## config.mk

```make
export PLATFORM = sky130hd
export DESIGN_NAME = mem_port_arbiter
export DESIGN_NICKNAME = d
export VERILOG_FILES = /design/src/rtl/mem_port_arbiter.sv
export SDC_FILE = /design/constraint.sdc
export NUM_CORES = 1
export LEC_CHECK = 0
export CAP_MARGIN = 25
export CORE_AREA = 10 10 115 117
export DETAILED_ROUTE_END_ITERATION = 10
export DIE_AREA = 0 0 125 127
export GPL_TIMING_DRIVEN = 1
export PLACE_DENSITY = 0.83
export SLEW_MARGIN = 10
export SYNTH_ARGS = -nofsm -noshare
export SYNTH_HDL_FRONTEND = slang
export SYNTH_SLANG_ARGS = --single-unit
```

## constraint.sdc

```tcl
create_clock -name clock -period 1.9 [get_ports clock]
set_clock_uncertainty 0.1 [all_clocks]
set_input_delay 0.285 -clock clock [delete_from_list [all_inputs] [get_ports clock]]
set_output_delay 0.285 -clock clock [all_outputs]
set_load 0.05 [all_outputs]
```

## src/rtl/mem_port_arbiter.sv

```systemverilog
`default_nettype none
// +----------------------------------------------------------------------+
// | mem_port_arbiter: shares a single-port fixed-latency memory between   |
// | instruction fetch (I) and data load/store (D) via req/ack. Rev 1.0    |
// +----------------------------------------------------------------------+
module mem_port_arbiter #(
  parameter int ADDR_W       = 32,
  parameter int DATA_W       = 32,
  parameter int READ_LAT     = 2,
  parameter int WRITE_LAT    = 1,
  parameter int STARVE_LIMIT = 4
) (
  input  logic              clock,
  input  logic              reset,
  input  logic              i_req,
  input  logic [ADDR_W-1:0] i_addr,
  output logic              i_ack,
  input  logic              d_req,
  input  logic              d_we,
  input  logic [ADDR_W-1:0] d_addr,
  input  logic [DATA_W-1:0] d_wdata,
  output logic              d_ack,
  output logic [DATA_W-1:0] rdata,
  output logic [ADDR_W-1:0] mem_addr,
  output logic [DATA_W-1:0] mem_wdata,
  output logic              mem_wr,
  input  logic [DATA_W-1:0] mem_rdata,
  output logic              busy,
  output logic              owner
);

  localparam int c_max_lat = (READ_LAT > WRITE_LAT) ? READ_LAT : WRITE_LAT;
  localparam int c_lat_w   = $clog2(c_max_lat + 1);
  localparam int c_sc_w    = (STARVE_LIMIT < 1) ? 1 : $clog2(STARVE_LIMIT + 1);

  typedef enum logic [1:0] {
    ST_IDLE   = 2'd0,
    ST_ACCESS = 2'd1,
    ST_DONE   = 2'd2
  } state_t;

  state_t              state_q, state_d;
  logic [ADDR_W-1:0]   mem_addr_q, mem_addr_d;
  logic [DATA_W-1:0]   mem_wdata_q, mem_wdata_d;
  logic [DATA_W-1:0]   rdata_q, rdata_d;
  logic                mem_wr_q, mem_wr_d;
  logic                owner_q, owner_d;
  logic                busy_q, busy_d;
  logic                i_ack_q, i_ack_d;
  logic                d_ack_q, d_ack_d;
  logic [c_lat_w-1:0]  lat_cnt_q, lat_cnt_d;
  logic [c_sc_w-1:0]   starve_cnt_q, starve_cnt_d;

  logic w_starved;
  logic w_grant_d;
  logic w_grant_i;

  // D has fixed priority unless fetch has lost STARVE_LIMIT arbitrations in a row
  assign w_starved = (STARVE_LIMIT != 0) && (starve_cnt_q >= c_sc_w'(STARVE_LIMIT));
  assign w_grant_d = d_req && !(i_req && w_starved);
  assign w_grant_i = i_req && !w_grant_d;

  always_comb begin
    state_d      = state_q;
    mem_addr_d   = mem_addr_q;
    mem_wdata_d  = mem_wdata_q;
    rdata_d      = rdata_q;
    mem_wr_d     = mem_wr_q;
    owner_d      = owner_q;
    lat_cnt_d    = lat_cnt_q;
    starve_cnt_d = starve_cnt_q;
    i_ack_d      = 1'b0;
    d_ack_d      = 1'b0;

    case (state_q)
      ST_IDLE: begin
        if (w_grant_d || w_grant_i) begin
          state_d    = ST_ACCESS;
          owner_d    = w_grant_d;
          mem_addr_d = w_grant_d ? d_addr : i_addr;
          mem_wr_d   = w_grant_d && d_we;
          if (w_grant_d) begin
            mem_wdata_d = d_wdata;
          end
          lat_cnt_d = (w_grant_d && d_we) ? c_lat_w'(WRITE_LAT - 1)
                                          : c_lat_w'(READ_LAT - 1);
        end
        if (w_grant_d && i_req) begin
          if (starve_cnt_q < c_sc_w'(STARVE_LIMIT)) begin
            starve_cnt_d = starve_cnt_q + c_sc_w'(1);
          end
        end else begin
          starve_cnt_d = '0;
        end
      end
      ST_ACCESS: begin
        if (lat_cnt_q == '0) begin
          if (!mem_wr_q) begin
            rdata_d = mem_rdata;
          end
          mem_wr_d = 1'b0;
          state_d  = ST_DONE;
          i_ack_d  = !owner_q;
          d_ack_d  = owner_q;
        end else begin
          lat_cnt_d = lat_cnt_q - c_lat_w'(1);
        end
      end
      ST_DONE: begin
        state_d = ST_IDLE;
      end
      default: begin
        state_d = ST_IDLE;
      end
    endcase

    busy_d = (state_d != ST_IDLE);
  end

  always_ff @(posedge clock) begin
    if (!reset) begin
      state_q      <= ST_IDLE;
      mem_addr_q   <= '0;
      mem_wdata_q  <= '0;
      rdata_q      <= '0;
      mem_wr_q     <= 1'b0;
      owner_q      <= 1'b0;
      busy_q       <= 1'b0;
      i_ack_q      <= 1'b0;
      d_ack_q      <= 1'b0;
      lat_cnt_q    <= '0;
      starve_cnt_q <= '0;
    end else begin
      state_q      <= state_d;
      mem_addr_q   <= mem_addr_d;
      mem_wdata_q  <= mem_wdata_d;
      rdata_q      <= rdata_d;
      mem_wr_q     <= mem_wr_d;
      owner_q      <= owner_d;
      busy_q       <= busy_d;
      i_ack_q      <= i_ack_d;
      d_ack_q      <= d_ack_d;
      lat_cnt_q    <= lat_cnt_d;
      starve_cnt_q <= starve_cnt_d;
    end
  end

  assign i_ack     = i_ack_q;
  assign d_ack     = d_ack_q;
  assign rdata     = rdata_q;
  assign mem_addr  = mem_addr_q;
  assign mem_wdata = mem_wdata_q;
  assign mem_wr    = mem_wr_q;
  assign busy      = busy_q;
  assign owner     = owner_q;

endmodule
`default_nettype wire

```

# Word-level counts from Yosys, hierarchy flattened
# Index checks and enable logic that the tools add are counted.
# op_classes
shifts,0
magnitude_cmp,2
multipliers,0
reduce_logical,20
div_mod_pow,0
bitwise,1
n_eq_ne,5
mux,13
add_sub_neg,2
# ops
op,n
2-to-1 mux 32 bit,1
AND reduction 3 bit,5
2-to-1 mux 2 bit,4
case mux 2 bit (2 select lines),2
2-to-1 mux 3 bit,2
"!= test 2 bit, second input constant",3
logical AND 1 bit,5
zero test 2 bit,2
AND reduction 2 bit,2
nonzero test 2 bit,2
"adder 3 x 1 -> 3 bit, second input constant",1
"greater-or-equal comparator 3 bit, second input constant",1
zero test 1 bit,3
"less-than comparator 3 bit, second input constant",1
2-to-1 mux 1 bit,3
"equality test 2 x 1 -> 1 bit, second input constant",1
"!= test 2 x 1 -> 1 bit, second input constant",1
case mux 1 bit (2 select lines),1
"subtractor 2 x 1 -> 2 bit, second input constant",1
logical OR 1 bit,1
inverter 1 bit,1
# word_totals
inputBits,133
memories,0
output_inout_bits,101
ram_bits,0
romBits,0
wordCells,54
latch_bits,0
ff_bits,108

# Depth between registers and ports, before layout
# depth
ltp_word,10
depth_mapped,7
ltp_nobuf,5

# Least setup slack after synthesis
# OpenSTA, ideal clock, no wires.
# synth_path
kind,register to register
startpoint,register mem_wr_q (netlist: mem_wr)
endpoint,register rdata_q[13] (netlist: rdata[13])
arrival_time_ps,1378
slack_ps,351
synth_period_minus_slack_ps,1549
path_stages_with_launch,5
setup_time_ps,71
path_buffers,1
t_required_ps,1729
path_cell_list,dfxtp_1 > nand3b_1 > clkbuf_1 > nand2_1 > a21oi_1
# synth_between
elab_chain_cells,2
# synth_lines
item,line,source
start: declaration,46,"logic mem_wr_q, mem_wr_d;"
start signal: assignment,138,mem_wr_q <= mem_wr_d;
inverter 1 bit (no source line),n/a,
AND reduction 3 bit (no source line),n/a,
end signal: assignment,137,rdata_q <= rdata_d;
end: declaration,45,"logic [DATA_W-1:0] rdata_q, rdata_d;"
# Every way passes these cells.
# A chain may end at the register's enable or synchronous reset.

# Final worst setup path
# layout_path
startpoint,register mem_addr_q[31] (netlist: mem_addr[31])
endpoint,output port mem_addr[31]
# layout_lines
item,line,source
start: declaration,43,"logic [ADDR_W-1:0] mem_addr_q, mem_addr_d;"
start signal: assignment,135,mem_addr_q <= mem_addr_d;
end: declaration,24,"output logic [ADDR_W-1:0] mem_addr,"
# No word-level cell between the ends.

==> out/results.ini <==
[status]
status=complete, no violations

[worst_setup_path]
path_max_fanout=2
worst-path-buf-inv=1
required_ns=1.51
crit_chain=clkdlybuf4s50_1
cpPeakStageDelay_ns=0.81
critPathTopFamily=buffers and inverters
critPathArrivalTime_ns=1.48
critical_path_class=register to output pin
worstSetupEndpointType=output pin
cp_slowest_cell=clkdlybuf4s50_1
crit_path_start_kind=register

[global_route]
grt_usage=0.164
grt_pass1_vias=4209
grt_max_degree=36
grt_antenna_before_repair=0
grt_pass1_wl_um=21600
overflow=0

[timing]
worst_pin_slew_ns=0.528
fin_crit_ns=1.87
setup_slack_ns=0.0324
slew_headroom=0.647
setup_viol=0
rsz0062_at_grt=false
finalHoldViolations=0
slew_viol_final=0
fmax_ghz=0.535
min_period_over_period=0.983

[job]
max-cap-violations=0

[logic_synthesis]
synth_most_common_cell=nand2_1
synthTopCellsByCount=nand2_1 (132), dfxtp_1 (108), a21oi_1 (103)
syn_inst=482
yosysWarnings=0
ys_seq_elements=108
netlist_area_um2=4090
async_flop_share=0
synth_top_cell_by_area=dfxtp_1
synth_fp_nets=618
synth_flop_cell=dfxtp_1
ys_types=30
synth_edf_count=0
netlist.area_leader.share=0.529
yosysSeqAreaShare=0.529
synth_area_per_cell_um2=8.48
synth_top_cells_by_area=dfxtp_1 (53%), a21oi_1 (13%), nand2_1 (12%), mux2i_1 (8.1%), o21ai_1 (2.4%)

[detailed_routing]
avgRoutedWirePerCell_um=16.5
vias_per_cell=4.90
drt_iter0_markers=180
ant_nets=0
wl_met2_um=6920
route.met3.wl_um=1270
routed_wl_um=14000
m1WireLength_um=5540
via_count=4172
firstDrtPassIters=4
drc_errors=0
dr.max_layer_used=met4

[power_and_ir_drop]
powerDensity_nw_per_um2=1070
internal_power_mw=4.57
p_sw_mw=2.69
p_comb_frac=0.363
p_seq_frac=0.374
ir_worst_vdd_mv=0.523
swShare=0.370
clkPwrFrac=0.263
p_leak_nw=3.16
p_total_mw=7.25

[cells_and_area]
n_antenna_cell=0
final_nets=839
synthToLayoutAreaGrowth_pct=66.6
num-fill-cells=964
instances_no_fill=851
layout-drive-gt1-share=0.136

[floorplan]
die_h_um=127
io-pin-count=234
fp.dieW_um=125
die-area_um2=15900
initial_core_util=0.367
design.core.area_um2=11100
fp-row-count=39

[clock_tree]
htree_levels=3
clockRootBuffer=clkbuf_16
cts.sinks=108
cts_inserted_buffers=9
insertion_delay_ns=0.34
postCtsSetupBuffers=0
clk_pin_slew_worst_paths_ns=0.07
clk_path_buf_depth=2
cts_tree=built

[placement]
dpl_worst_slack_ns=-0.0736
numPlacedInstances=835
port_buffers=233
dp_hpwl_um=10800
place_congestion=0.816

[worst_hold_path]
hold_class=register to register

cell families after synthesis:
family                     Yosys count  share of synthesized area
and+or+nand+nor                    159                      0.156
AOI/OAI and AO/OA                  140                      0.174
DFF                                108                      0.529
buffers and inverters               39                     0.0508
muxes                               33                     0.0808
adders and majority gates            3                    0.00919
cell usage in the layout, fill, tap and decap left out, types with 3 or more instances in the layout:
master	n
dlymetal6s2s_1	26
dfxtp_1	108
buf_4	69
nand2_1	132
ha_1	3
nor2_1	10
clkbuf_16	9
clkdlybuf4s50_1	142
mux2i_1	33
buf_12	6
inv_1	3
o21ai_1	20
a21oi_1	103
o21ai_0	14
nand3_1	4
worst paths after layout:
path / start / end / slack (ns) / cells past startpoint
setup / recovery: mem_addr[31]$_SDFFE_PN0P_ / mem_addr[31] / 0.03 / 1
hold / removal: mem_wdata[16]$_SDFFE_PN0P_ / mem_wdata[16]$_SDFFE_PN0P_ / 0.35 / 2
setup reg to reg: lat_cnt_q[0]$_SDFFE_PN0P_ / lat_cnt_q[0]$_SDFFE_PN0P_ / 0.31 / 5
hold reg to reg: mem_wdata[16]$_SDFFE_PN0P_ / mem_wdata[16]$_SDFFE_PN0P_ / 0.35 / 2
state kept, by name, indices dropped and copies added, names as in the netlist, 2 cells and up:
signal / flops
lat_cnt_q: 2
mem_addr: 32
starve_cnt_q: 3
rdata: 32
state_q: 2
mem_wdata: 32
metal layers:
metal | vias up | global-route usage
li1 | 2066 | -
met1 | 1911 | 0.179
met2 | 173 | 0.281
met3 | 22 | 0.0666
met4 | 0 | 0.0617
met5 | - | 0
repair_timing:
action,CTS,global route
gates resized for setup,2,26
setup endpoints to repair,2,26
gates cloned,0,0
hold buffers,0,0
power groups by stage:
stage	combinational, mW	sequential [mW]	clock (mW)
2_1_floorplan	0.719	3.69	0
3_3_place_gp	2.60	2.75	0
3_5_place_dp	2.66	2.77	0
4_1_cts	2.66	2.72	1.95
5_1_grt	2.80	2.75	2.04
6_report	2.63	2.71	1.91
area by class of cell:
type | count | area (µm²) | share of cell area
clock inverter | 6 | 68.8 | 0.0101
tap | 143 | 179 | 0.0263
multi-input combinational | 335 | 1740 | 0.256
timing repair buffer | 245 | 2400 | 0.353
sequential | 108 | 2160 | 0.318
inverter | 4 | 15.0 | 0.00221
clock buffer | 10 | 239 | 0.0351
metrics by stage:
stage / setup TNS, ns / util / hold WS [ns] / area [µm²]
floorplan: 0 / - / 0.321 / 4090
global placement: -0.0213 / 0.579 / 0.342 / 6440
detailed placement: -0.852 / 0.579 / 0.347 / 6440
CTS: 0 / 0.606 / 0.356 / 6740
global route: 0 / 0.612 / 0.377 / 6810
finish: 0 / 0.612 / 0.354 / 6810
(Power assumes the default switching activity.)
